<file path="config.mk">
export PLATFORM = sky130hd
export DESIGN_NAME = mcash_ch_req_queue_flat
export DESIGN_NICKNAME = d
export VERILOG_FILES = /design/src/rtl/mcash_ch_req_queue_pkg.sv /design/src/rtl/mcash_ch_req_queue_if.sv /design/src/rtl/mcash_ch_req_queue_sync_fifo.sv /design/src/rtl/mcash_ch_req_queue.sv /design/src/flat_wrapper.sv
export SDC_FILE = /design/constraint.sdc
export NUM_CORES = 1
export LEC_CHECK = 0
export BUFFER_PORTS_ARGS = -buffer_cell sky130_fd_sc_hd__clkbuf_2
export CAP_MARGIN = 10
export CELL_PAD_IN_SITES_DETAIL_PLACEMENT = 1
export CELL_PAD_IN_SITES_GLOBAL_PLACEMENT = 1
export CORE_MARGIN = 2
export CORE_UTILIZATION = 54
export DETAILED_ROUTE_END_ITERATION = 8
export GPL_ROUTABILITY_DRIVEN = 0
export GPL_TIMING_DRIVEN = 0
export PLACE_DENSITY = 0.87
export SLEW_MARGIN = 0
export SYNTH_ARGS = -nofsm -noshare
export SYNTH_HDL_FRONTEND = slang
export SYNTH_SLANG_ARGS = --single-unit
</file>
<file path="constraint.sdc">
create_clock -name clk -period 7.1 [get_ports clk]
set_input_delay 0.355 -clock clk [delete_from_list [all_inputs] [get_ports clk]]
set_output_delay 0.355 -clock clk [all_outputs]
set_load 0.02 [all_outputs]
</file>
<file path="src/rtl/mcash_ch_req_queue_pkg.sv">
// +----------------------------------------------------------------------+
// | mcash_pkg: shared widths and the channel request record              |
// | Rev 1.0 - initial release                                            |
// +----------------------------------------------------------------------+
`default_nettype none

package mcash_pkg;

  localparam int MCASH_OP_W   = 3;
  localparam int MCASH_ADDR_W = 32;
  localparam int MCASH_DATA_W = 64;

  typedef struct packed {
    logic [MCASH_OP_W-1:0]   op;
    logic [MCASH_ADDR_W-1:0] addr;
    logic [MCASH_DATA_W-1:0] data;
  } mcash_req_t;

  localparam int MCASH_REQ_W = $bits(mcash_req_t);

endpackage

`default_nettype wire

</file>
<file path="src/rtl/mcash_ch_req_queue_if.sv">
// +----------------------------------------------------------------------+
// | mcash_ch_req_queue_if: requester-side and cross-bar-side handshakes  |
// | Rev 1.0 - initial release                                            |
// +----------------------------------------------------------------------+
`default_nettype none

interface mcash_ch_req_queue_if;
  import mcash_pkg::*;

  logic                    in_req_valid_i;
  logic                    in_req_allowIn_o;
  logic [MCASH_OP_W-1:0]   in_req_op_i;
  logic [MCASH_ADDR_W-1:0] in_req_addr_i;
  logic [MCASH_DATA_W-1:0] in_req_data_i;

  logic                    out_req_valid_o;
  logic                    out_req_allowIn_i;
  logic [MCASH_OP_W-1:0]   out_req_op_o;
  logic [MCASH_ADDR_W-1:0] out_req_addr_o;
  logic [MCASH_DATA_W-1:0] out_req_data_o;

  // Queue side
  modport slave (
    input  in_req_valid_i, in_req_op_i, in_req_addr_i, in_req_data_i, out_req_allowIn_i,
    output in_req_allowIn_o, out_req_valid_o, out_req_op_o, out_req_addr_o, out_req_data_o
  );

  // Requester / cross-bar side
  modport master (
    output in_req_valid_i, in_req_op_i, in_req_addr_i, in_req_data_i, out_req_allowIn_i,
    input  in_req_allowIn_o, out_req_valid_o, out_req_op_o, out_req_addr_o, out_req_data_o
  );

endinterface

`default_nettype wire

</file>
<file path="src/rtl/mcash_ch_req_queue_sync_fifo.sv">
// +----------------------------------------------------------------------+
// | mcash_sync_fifo: wrap-bit pointer FIFO with registered occupancy     |
// | Rev 1.0 - initial release                                            |
// +----------------------------------------------------------------------+
`default_nettype none

module mcash_sync_fifo #(
  parameter int WIDTH = 99,
  parameter int DEPTH = 4,
  parameter int CNT_W = $clog2(DEPTH + 1)
) (
  input  wire logic             clk,
  input  wire logic             rst,
  input  wire logic             wr_en,
  input  wire logic [WIDTH-1:0] wr_data,
  input  wire logic             rd_en,
  output logic      [WIDTH-1:0] rd_data,
  output logic      [CNT_W-1:0] count,
  output logic                  full,
  output logic                  empty
);

  localparam int c_ptr_w = $clog2(DEPTH) + 1;

  logic [WIDTH-1:0]   r_mem [DEPTH];
  logic [c_ptr_w-1:0] r_wr_ptr;
  logic [c_ptr_w-1:0] r_rd_ptr;
  logic [CNT_W-1:0]   r_count;
  logic               w_push;
  logic               w_pop;

  // Same index with opposite wrap bits means the writer has lapped the reader
  assign empty = (r_wr_ptr == r_rd_ptr);
  assign full  = (r_wr_ptr[c_ptr_w-2:0] == r_rd_ptr[c_ptr_w-2:0]) &&
                 (r_wr_ptr[c_ptr_w-1]   != r_rd_ptr[c_ptr_w-1]);

  assign w_push  = wr_en & ~full;
  assign w_pop   = rd_en & ~empty;
  assign rd_data = r_mem[r_rd_ptr[c_ptr_w-2:0]];
  assign count   = r_count;

  always_ff @(posedge clk) begin
    if (w_push) begin
      r_mem[r_wr_ptr[c_ptr_w-2:0]] <= wr_data;
    end
  end

  always_ff @(posedge clk) begin
    if (rst) begin
      r_wr_ptr <= '0;
      r_rd_ptr <= '0;
      r_count  <= '0;
    end else begin
      if (w_push) r_wr_ptr <= r_wr_ptr + c_ptr_w'(1);
      if (w_pop)  r_rd_ptr <= r_rd_ptr + c_ptr_w'(1);
      r_count <= r_count + CNT_W'(w_push) - CNT_W'(w_pop);
    end
  end

endmodule

`default_nettype wire

</file>
<file path="src/rtl/mcash_ch_req_queue.sv">
// +----------------------------------------------------------------------+
// | mcash_ch_req_queue: in-order request buffer ahead of a cross-bar port|
// | Rev 1.0 - initial release                                            |
// +----------------------------------------------------------------------+
`default_nettype none

module mcash_ch_req_queue
  import mcash_pkg::*;
#(
  parameter int DEPTH = 4,
  parameter int CNT_W = $clog2(DEPTH + 1)
) (
  input  wire logic             clk,
  input  wire logic             rst,
  mcash_ch_req_queue_if.slave   req_if,
  output logic      [CNT_W-1:0] count_o,
  output logic                  full_o,
  output logic                  empty_o
);

  mcash_req_t w_req_in;
  mcash_req_t w_head;
  mcash_req_t w_req_out;
  logic       w_full;
  logic       w_empty;
  logic       w_allow_in;
  logic       w_push;
  logic       w_pop;

  assign w_req_in = '{op:   req_if.in_req_op_i,
                      addr: req_if.in_req_addr_i,
                      data: req_if.in_req_data_i};

  // Ready depends only on state and rst, never on out allowIn
  assign w_allow_in = ~w_full & ~rst;
  assign w_push     = req_if.in_req_valid_i & w_allow_in;
  assign w_pop      = ~w_empty & req_if.out_req_allowIn_i;

  mcash_sync_fifo #(
    .WIDTH (MCASH_REQ_W),
    .DEPTH (DEPTH),
    .CNT_W (CNT_W)
  ) u_fifo (
    .clk     (clk),
    .rst     (rst),
    .wr_en   (w_push),
    .wr_data (w_req_in),
    .rd_en   (w_pop),
    .rd_data (w_head),
    .count   (count_o),
    .full    (w_full),
    .empty   (w_empty)
  );

  assign w_req_out = w_empty ? '0 : w_head;

  assign req_if.in_req_allowIn_o = w_allow_in;
  assign req_if.out_req_valid_o  = ~w_empty;
  assign req_if.out_req_op_o     = w_req_out.op;
  assign req_if.out_req_addr_o   = w_req_out.addr;
  assign req_if.out_req_data_o   = w_req_out.data;
  assign full_o                  = w_full;
  assign empty_o                 = w_empty;

endmodule

`default_nettype wire

</file>
<file path="src/flat_wrapper.sv">
// flat-port wrapper written by rule: the top's interface ports become plain ports
module mcash_ch_req_queue_flat import mcash_pkg::*;
#(
  parameter int DEPTH = 4,
  parameter int CNT_W = $clog2(DEPTH + 1)
)
  (clk, rst, count_o, full_o, empty_o, req_if_in_req_valid_i, req_if_in_req_op_i, req_if_in_req_addr_i, req_if_in_req_data_i, req_if_out_req_allowIn_i, req_if_in_req_allowIn_o, req_if_out_req_valid_o, req_if_out_req_op_o, req_if_out_req_addr_o, req_if_out_req_data_o);
  mcash_ch_req_queue_if req_if_i ();
  input  wire logic clk;
  input  wire logic rst;
  output logic      [CNT_W-1:0] count_o;
  output logic full_o;
  output logic empty_o;
  input wire logic [$bits(req_if_i.in_req_valid_i)-1:0] req_if_in_req_valid_i;
  input wire logic [$bits(req_if_i.in_req_op_i)-1:0] req_if_in_req_op_i;
  input wire logic [$bits(req_if_i.in_req_addr_i)-1:0] req_if_in_req_addr_i;
  input wire logic [$bits(req_if_i.in_req_data_i)-1:0] req_if_in_req_data_i;
  input wire logic [$bits(req_if_i.out_req_allowIn_i)-1:0] req_if_out_req_allowIn_i;
  output wire logic [$bits(req_if_i.in_req_allowIn_o)-1:0] req_if_in_req_allowIn_o;
  output wire logic [$bits(req_if_i.out_req_valid_o)-1:0] req_if_out_req_valid_o;
  output wire logic [$bits(req_if_i.out_req_op_o)-1:0] req_if_out_req_op_o;
  output wire logic [$bits(req_if_i.out_req_addr_o)-1:0] req_if_out_req_addr_o;
  output wire logic [$bits(req_if_i.out_req_data_o)-1:0] req_if_out_req_data_o;
  assign req_if_i.in_req_valid_i = req_if_in_req_valid_i;
  assign req_if_i.in_req_op_i = req_if_in_req_op_i;
  assign req_if_i.in_req_addr_i = req_if_in_req_addr_i;
  assign req_if_i.in_req_data_i = req_if_in_req_data_i;
  assign req_if_i.out_req_allowIn_i = req_if_out_req_allowIn_i;
  assign req_if_in_req_allowIn_o = req_if_i.in_req_allowIn_o;
  assign req_if_out_req_valid_o = req_if_i.out_req_valid_o;
  assign req_if_out_req_op_o = req_if_i.out_req_op_o;
  assign req_if_out_req_addr_o = req_if_i.out_req_addr_o;
  assign req_if_out_req_data_o = req_if_i.out_req_data_o;
  mcash_ch_req_queue #(.DEPTH(DEPTH), .CNT_W(CNT_W)) u_core (.clk(clk), .rst(rst), .req_if(req_if_i), .count_o(count_o), .full_o(full_o), .empty_o(empty_o));
endmodule
</file>
# After elaboration in Yosys (flattened, before gate mapping)
# Memory sizes are Yosys's and may differ from the RTL's. A register that Yosys moved wholly into a read port is not among the register bits.
# Index checks and enable logic that the tools add are counted.
[op_classes]
reduce_logical = 1
muxes = 5
n_bitwise = 8
n_eq_ne = 3
n_addsub = 4
[op_table]
columns = ["operator", "count"]
rows = [
  ["99-bit two-way mux", 1],
  ["3-bit by 1-bit adder with 3-bit output (second input constant)", 2],
  ["1-bit AND", 5],
  ["2-bit two-way mux", 2],
  ["3-bit by 1-bit adder with 3-bit output", 1],
  ["3-bit equality test", 1],
  ["1-bit inverter", 3],
  ["3-bit by 1-bit subtractor with 3-bit output", 1],
  ["2-bit equality test", 1],
  ["1-bit two-way mux", 2],
  ["1-bit logical AND", 1],
  ["1-bit != test", 1],
]
[totals]
memories = 1
mem_bits_rw = 396
register_bits = 9
out_inout_bits = 106
elab_cells = 25
inputBits = 103
[mem_list]
columns = ["name", "depth", "word_bits", "read_ports", "rd_ports_with_merged_regs", "write_ports", "line", "source"]
rows = [
  ["u_core.u_fifo.r_mem", 4, 99, 1, 1, 1, "mcash_ch_req_queue_sync_fifo.sv:25", "logic [WIDTH-1:0] r_mem [DEPTH];"],
]

# Logic depth before layout (Yosys ltp)
# Gate-level depths: netlist of run 1.
[depth]
depth_word = 8
ltp_mapped = 12
depth_no_buf = 9

# Cells and area by module
# A second synthesis of run 1 with hierarchy kept.
[unflattened]
hier_cells = 714
area_unflattened_um2 = 15726.3
[by_module_without_submodules]
columns = ["module", "instances", "cells_per_inst", "area_each_um2"]
rows = [
  ["mcash_sync_fifo", 1, 600, 14968.1],
  ["mcash_ch_req_queue", 1, 114, 758.2],
]

# Worst setup path before layout of run 1
# No wires, ideal clock.
[synth_timing]
kind = "register to register"
start = "register u_core.u_fifo.r_wr_ptr[1]"
end = "memory u_core.u_fifo.r_mem[1][0], enable pin"
period_less_slack_ps = 3709
n_path_buf = 1
path_slack_ps = 3391
arrival_time_ps = 3240
path_stages_with_launch = 5
path_cell_list = "dfxtp_1 > buf_2 > xor2_2 > o31a_1 > and2_1"
[synth_via]
elab_chain_cells = 8
[synth_lines]
columns = ["element", "line", "source"]
rows = [
  ["from (decl)", "mcash_ch_req_queue_sync_fifo.sv:26", "logic [c_ptr_w-1:0] r_wr_ptr;"],
  ["from (signal assigned)", "mcash_ch_req_queue_sync_fifo.sv:54", "if (w_push) r_wr_ptr <= r_wr_ptr + c_ptr_w'(1);"],
  ["2-bit equality test", "mcash_ch_req_queue_sync_fifo.sv:34", "assign full = (r_wr_ptr[c_ptr_w-2:0] == r_rd_ptr[c_ptr_w-2:0]) &&"],
  ["1-bit logical AND", "mcash_ch_req_queue_sync_fifo.sv:34", ""],
  ["1-bit inverter", "mcash_ch_req_queue_sync_fifo.sv:37, mcash_ch_req_queue.sv:35", ""],
  ["1-bit AND", "mcash_ch_req_queue.sv:35", "assign w_allow_in = ~w_full & ~rst;"],
  ["1-bit AND", "mcash_ch_req_queue.sv:36", "assign w_push = req_if.in_req_valid_i & w_allow_in;"],
  ["1-bit AND", "mcash_ch_req_queue_sync_fifo.sv:37", "assign w_push = wr_en & ~full;"],
  ["1-bit two-way mux", "mcash_ch_req_queue_sync_fifo.sv:43", "if (w_push) begin"],
  ["1-bit two-way mux (implied by the code)", "mcash_ch_req_queue_sync_fifo.sv:44", "r_mem[r_wr_ptr[c_ptr_w-2:0]] <= wr_data;"],
  ["to (decl)", "mcash_ch_req_queue_sync_fifo.sv:25", ""],
]
# Parallel ways exist; a longest one is shown, timed or not.

# Worst setup path in the final report of run 1
[layout_timing]
start = "register u_core.u_fifo.r_wr_ptr[1]"
end = "register u_core.u_fifo.r_count[2] (netlist: u_core.u_fifo.count[2])"
[layout_rtl]
columns = ["element", "line", "source"]
rows = [
  ["3-bit equality test (*)", "mcash_ch_req_queue_sync_fifo.sv:33", "assign empty = (r_wr_ptr == r_rd_ptr);"],
  ["1-bit inverter (*)", "mcash_ch_req_queue_sync_fifo.sv:38, mcash_ch_req_queue.sv:37", ""],
  ["1-bit AND", "mcash_ch_req_queue.sv:37", "assign w_pop = ~w_empty & req_if.out_req_allowIn_i;"],
  ["1-bit AND (*)", "mcash_ch_req_queue_sync_fifo.sv:38", "assign w_pop = rd_en & ~empty;"],
  ["named net u_core.u_fifo.w_pop", "mcash_ch_req_queue_sync_fifo.sv:30", "logic w_pop;"],
  ["3-bit by 1-bit subtractor with 3-bit output (*)", "mcash_ch_req_queue_sync_fifo.sv:56", "r_count <= r_count + CNT_W'(w_push) - CNT_W'(w_pop);"],
  ["to (signal assigned)", "mcash_ch_req_queue_sync_fifo.sv:56", ""],
  ["to (decl)", "mcash_ch_req_queue_sync_fifo.sv:28", "logic [CNT_W-1:0] r_count;"],
]
# Mark *: on every way through the listed nets, which the timed path passes. The rest lies on a longest branch.
# A chain may end at the register's enable or synchronous reset.

==> impl_metrics.ini, run 1 <==
[status]
status = completed

[routing]
drt_iter0_markers = 455
drc = 0
wl_mm = 36.6
antenna_left = 0
first_pass_iters = 5
vias_per_cell = 5.66
num_vias = 7887
wl_per_cell_microns = 26.2

[sta]
fin_crit_ns = 2.96
rsz0062_at_grt = false
setup_viol = 0
slew_headroom = 0.427
drv_slew = 0
setup_tns_ns = 0
hold_ws_ns = 0.0427
hold_viol_final = 0
skew_ns = 0.0194
fin_crit_sh = 0.417
max_freq_ghz = 0.338
worst_slew_pin_slew_ns = 0.860

[clock_network]
cts_max_level = 2
cts.sinks = 407
clkTransAtPathRegs_ns = 0.06
clk_latency_ns = 0.53
post_cts_buffers = 0
cts_tree = yes
ctsLongestPathBuffers = 3
postCtsHoldBufs = 0
clockRootBuffer = clkbuf_16
cts_resized = 0
numCtsBuffers = 41

[setup_path]
cp-end-kind = register
r2r_cells = 12
crit_type = register to register
start_kind = register
critPathCapture = u_core.u_fifo.count[2]
critPathLaunch = u_core.u_fifo.r_wr_ptr[1]
reg2reg_slack_ns = 4.14
crit-reg2reg-capture = u_core.u_fifo.count[2]
cp_data_required_time_ns = 7.49
critPathMaxFanout = 10
timing.rr.start = u_core.u_fifo.r_wr_ptr[1]
worstPathArrival_ns = 3.35

[logic_synthesis]
synth_cells = 714
syn_avg_cell_area_sq_um = 23.0
yosys_warnings = 0
synth_fp_nets = 825
yosys_most_used_dff = edfxtp_1
synth.area.top_cells = edfxtp_1 73%, mux4_2 14%, nor2b_4 6.5%
yosys.area.top_type = edfxtp_1
syn_area_sq_um = 16400
synth_enable_flop_cells = 396
seq_area_frac_synth = 0.739
yosysMostFrequentCell = edfxtp_1
async_flop_share = 0
ys_types = 34
synth_top_area_share = 0.726
yosys-top-cells-count = 396 x edfxtp_1, 99 x mux4_2, 77 x nor2b_4, 26 x nor2b_1, 13 x buf_2
ys_ff_latch = 407

[floorplanning]
die-width_microns = 178
start_util = 0.550
die-height_microns = 178
rows = 63
core_sq_um = 29800
num_io_pins = 209
die-area_sq_um = 31800

[cells_and_area]
stdcell_area_sq_um = 19400
layout-drive-gt1-share = 0.477
fillers = 2428
synthToLayoutAreaGrowth_pct = 18.5
final_nets = 1082

[power]
p_per_area_nw_per_um2 = 414
p_total_mw = 8.04
p_leak_nw = 6.81
vdd_drop_max_v = 0.000267

[grt]
grt_antenna_before_repair = 3
grt_max_degree = 52
track_usage = 0.235
grt_pass1_wl_mm = 54.4
grt_pass1_vias = 8659
overflow = 0

[place]
place_area_sq_um = 18100
dp_hpwl_mm = 22.7
numPortBuffers = 208

[run]
max_cap_violations = 0

[min_path]
hold_path_class = input port to register
-- critical path, cell delays in order, from the launching register on --
cell and delay [ns]:
dfxtp_1 0.36, buf_2 0.22, xor2_2 0.14, nor3_2 0.27
buf_6 0.29, buf_12 0.21, nor2_2 0.05, ha_1 0.28
inv_1 0.04, ha_1 0.19, fa_1 0.42, xnor2_1 0.24
nor2_1 0.08
-- cell type report --
cell class / instances / area [sq um] / area share
repair buffers: 214 / 1190 / 0.0613
clock buffers: 50 / 1100 / 0.0568
diodes: 3 / 7.51 / 0.000386
multi-input cells: 262 / 3940 / 0.203
clock inverters: 23 / 234 / 0.0120
well taps: 390 / 488 / 0.0251
flip-flops and latches: 407 / 12100 / 0.624
plain buffers: 35 / 315 / 0.0162
inverters: 10 / 37.5 / 0.00193
-- per-stage QoR --
stage | util | cells | setup WS (ns)
after floorplan | - | 714 | 3.39
after global placement | 0.601 | 1312 | 1.42
after detailed placement | 0.607 | 1318 | 4.19
after CTS | 0.652 | 1391 | 4.10
after global routing | 0.652 | 1391 | 3.95
final | 0.652 | 1394 | 4.14
-- logic make-up (layout without fill, tap and decap cells) --
group           count (synthesis)  after routing  share of synthesized area
compound gates                 15             15                    0.00634
xor+xnor                        8              8                    0.00565
fa+ha+maj                       8              8                    0.00657
buf+inv                        45            332                     0.0215
flops                         407            407                      0.739
mux                            99             99                      0.136
other cells                     0              3                          0
simple gates                  132            132                     0.0848
-- power by group --
part           switching, mW  internal, mW  leakage [nW]
combinational           1.74          1.32          2.48
clock                  0.873          1.28         0.646
sequential            0.0511          2.77          3.69
total                   2.66          5.38          6.81
-- layer usage --
metal,up-vias,global-route usage,part of all wire
met5,-,0,0.00036
met4,2,0.0657,0.024
met3,63,0.0539,0.066
met2,268,0.406,0.52
met1,4136,0.300,0.39
li1,3418,-,-
-- layout by cell type, fill, tap and decap left out, types with 3 or more instances in the layout --
cell and n:
edfxtp_1 396, clkinv_1 13, nor3b_1 3, ha_1 7
xor2_2 3, dfxtp_1 11, nor2b_4 77, nand3_1 7
buf_16 4, mux4_2 99, nand4_1 4, inv_1 10
clkbuf_1 17, bufinv_16 5, diode_2 3, clkbuf_2 208
buf_2 13, nand2_1 4, xnor2_1 5, clkbuf_16 43
buf_12 10, and2_4 3, o21ai_0 4, nor2b_1 26
-- worst min-delay path by stage --
stage | from | endpoint | cells past startpoint
2_1_floorplan | req_if_in_req_data_i[0] | u_core.u_fifo.r_mem[0][0] | 0
3_3_place_gp | u_core.u_fifo.r_wr_ptr[2] | u_core.u_fifo.r_wr_ptr[2] | 2
3_5_place_dp | u_core.u_fifo.r_rd_ptr[2] | u_core.u_fifo.r_rd_ptr[2] | 2
4_1_cts | req_if_in_req_addr_i[2] | u_core.u_fifo.r_mem[1][66] | 1
5_1_grt | req_if_in_req_addr_i[30] | u_core.u_fifo.r_mem[2][94] | 1
6_report | req_if_in_req_addr_i[30] | u_core.u_fifo.r_mem[2][94] | 1
-- registers in the layout, summed over array words and instances (netlist names), named ones only --
register	count
u_core.u_fifo.r_rd_ptr	3
u_core.u_fifo.count	3
u_core.u_fifo.r_wr_ptr	3
u_core.u_fifo.r_mem	396
Note: power is estimated with default switching activity, not from simulation.
==> run 2, diff against run 1 <==
--- a/config.mk
+++ b/config.mk
@@ -10,11 +10,11 @@
 export CELL_PAD_IN_SITES_DETAIL_PLACEMENT = 1
 export CELL_PAD_IN_SITES_GLOBAL_PLACEMENT = 1
 export CORE_MARGIN = 2
-export CORE_UTILIZATION = 54
+export CORE_UTILIZATION = 50
 export DETAILED_ROUTE_END_ITERATION = 8
 export GPL_ROUTABILITY_DRIVEN = 0
 export GPL_TIMING_DRIVEN = 0
-export PLACE_DENSITY = 0.87
+export PLACE_DENSITY = 0.82
 export SLEW_MARGIN = 0
 export SYNTH_ARGS = -nofsm -noshare
 export SYNTH_HDL_FRONTEND = slang
==> constraint.sdc (replaced) <==
create_clock -name clk -period 2.8 [get_ports clk]
set_input_delay 0.14 -clock clk [delete_from_list [all_inputs] [get_ports clk]]
set_output_delay 0.14 -clock clk [all_outputs]
set_load 0.02 [all_outputs]
==> run 2 against run 1 <==
Net effect:
- critical path depth decreased by 6
- clock power increased to 2.5 times the previous value
- core utilization decreased by 1.7 points
- sequential cell count is the same
- worst setup slack worse by 4.0 ns
- die area is 7.8% higher
- cell area is 5.8% higher
- register-to-register slack worse by 4.0 ns
- critical path type is now register to output port
- largest cell class unchanged
- largest power group unchanged
==> impl_metrics.ini, run 2 (synthesis gave the netlist of run 1 again) <==
[setup_path]
crit_type = register to output port
reg2reg_slack_ns = 0.16
critPathMaxFanout = 10
crit-reg2reg-capture = u_core.u_fifo.count[2]
worstPathArrival_ns = 2.50
start_kind = register
cp-end-kind = output port
timing.rr.start = u_core.u_fifo.r_wr_ptr[0]
r2r_cells = 11
critPathCapture = req_if_out_req_op_o[0]
cp_data_required_time_ns = 2.66

[clock_network]
numCtsBuffers = 43
cts_max_level = 2
ctsLongestPathBuffers = 3
clkTransAtPathRegs_ns = 0.06
cts.sinks = 407
clk_latency_ns = 0.54
clockRootBuffer = clkbuf_16
cts_tree = yes

[sta]
rsz0062_at_grt = false
skew_ns = 0.0107
fin_crit_sh = 0.943
setup_tns_ns = 0
drv_slew = 0
setup_viol = 0
timing.final.ws_setup_ns = 0.159
fin_crit_ns = 2.64
slew_headroom = 0.452
hold_ws_ns = 0.0820
hold_viol_final = 0
worst_slew_pin_slew_ns = 0.821
max_freq_ghz = 0.379

[cells_and_area]
final_nets = 1187
layout_common_cells = 396 x edfxtp_1, 208 x clkbuf_2, 101 x dlygate4sd3_1, 99 x mux4_2, 77 x nor2b_4
synthToLayoutAreaGrowth_pct = 25.4
final_common_cell = edfxtp_1
stdcell_area_sq_um = 20500
layout-drive-gt1-share = 0.440
fillers = 2780
largest_reg_flops = 396

[grt]
grt_antenna_before_repair = 2
grt_busiest_layer = met2
grt_pass1_vias = 9537
track_usage = 0.225
overflow = 0
grt.met1_usage = 0.288
use_met2 = 0.393
grt_max_degree = 54
grt_use_met3 = 0.0505
grt_pass1_wl_mm = 57.5

[status]
status = completed

[floorplanning]
start_util = 0.506
die-height_microns = 185
core_sq_um = 32400
rows = 66
num_io_pins = 209
die-area_sq_um = 34200
die-width_microns = 185

[routing]
wl_per_cell_microns = 24.1
drc = 0
drt_iter0_markers = 505
antenna_left = 0
wl_mm = 37.5
first_pass_iters = 5
num_vias = 8323
vias_per_cell = 5.36

[power]
p_leak_nw = 7.26
p_total_mw = 20.6
p_per_area_nw_per_um2 = 1000
vdd_drop_max_v = 0.000668

[run]
max_cap_violations = 0

[place]
numPortBuffers = 208
pre_cts_ws_ns = -0.0487
dp_hpwl_mm = 21.9
place_area_sq_um = 18100

[min_path]
hold_path_class = input port to register
-- run 2: where the power goes --
| part | internal, mW | switching, mW | leakage [nW] |
|---|---|---|---|
| Combinational | 3.52 | 4.51 | 2.92 |
| Sequential | 7.03 | 0.132 | 3.69 |
| Clock | 3.11 | 2.31 | 0.653 |
| Total | 13.7 | 6.96 | 7.26 |
-- run 2: routing by layer --
| layer | vias to the layer above | share of wire |
|---|---|---|
| met1 | 4361 | 0.40 |
| met4 | 0 | 0.019 |
| met3 | 60 | 0.063 |
| met2 | 266 | 0.52 |
| met5 | - | 0 |
| li1 | 3636 | - |
-- run 2: area by class of cell --
class	instances	area (sq um)	share of cell area
diodes	2	5.00	0.000244
well taps	442	553	0.0269
plain buffers	35	327	0.0159
multi-input cells	262	3970	0.193
clock buffers	51	1150	0.0559
repair buffers	317	2220	0.108
clock inverters	27	184	0.00895
flip-flops and latches	407	12100	0.589
inverters	10	37.5	0.00183
-- run 2: critical path: stages, from the launching register on --
cell and delay [ns]:
dfxtp_1 0.30, buf_2 0.30, buf_2 0.35, buf_2 0.34, mux4_2 0.37, nor2b_4 0.14, clkbuf_2 0.15
-- run 2: how the worst min path moves through the flow --
stage	slack, ns	from	depth (start not counted)	end
2_1_floorplan	0.24	req_if_in_req_data_i[0]	0	u_core.u_fifo.r_mem[0][0]
3_3_place_gp	0.36	req_if_in_req_addr_i[5]	1	u_core.u_fifo.r_mem[0][69]
3_5_place_dp	0.36	req_if_in_req_data_i[10]	1	u_core.u_fifo.r_mem[3][10]
4_1_cts	0.03	req_if_out_req_allowIn_i	4	u_core.u_fifo.r_rd_ptr[2]
5_1_grt	0.10	req_if_out_req_allowIn_i	4	u_core.u_fifo.r_rd_ptr[2]
6_report	0.08	req_if_out_req_allowIn_i	4	u_core.u_fifo.r_rd_ptr[2]
-- run 2: repair_timing --
action | in CTS | in global routing
buffers inserted | 0 | 2
pin swaps | 0 | 1
hold endpoints to repair | 399 | 0
resized for setup | 3 | 3
hold buffers | 101 | 0
setup endpoints to repair | 1 | 98
-- run 2: through the flow --
stage                     cells   util
after floorplan             714      -
after global placement     1364  0.556
after global routing       1553  0.635
after detailed placement   1370  0.561
after CTS                  1549  0.633
final                      1553  0.635
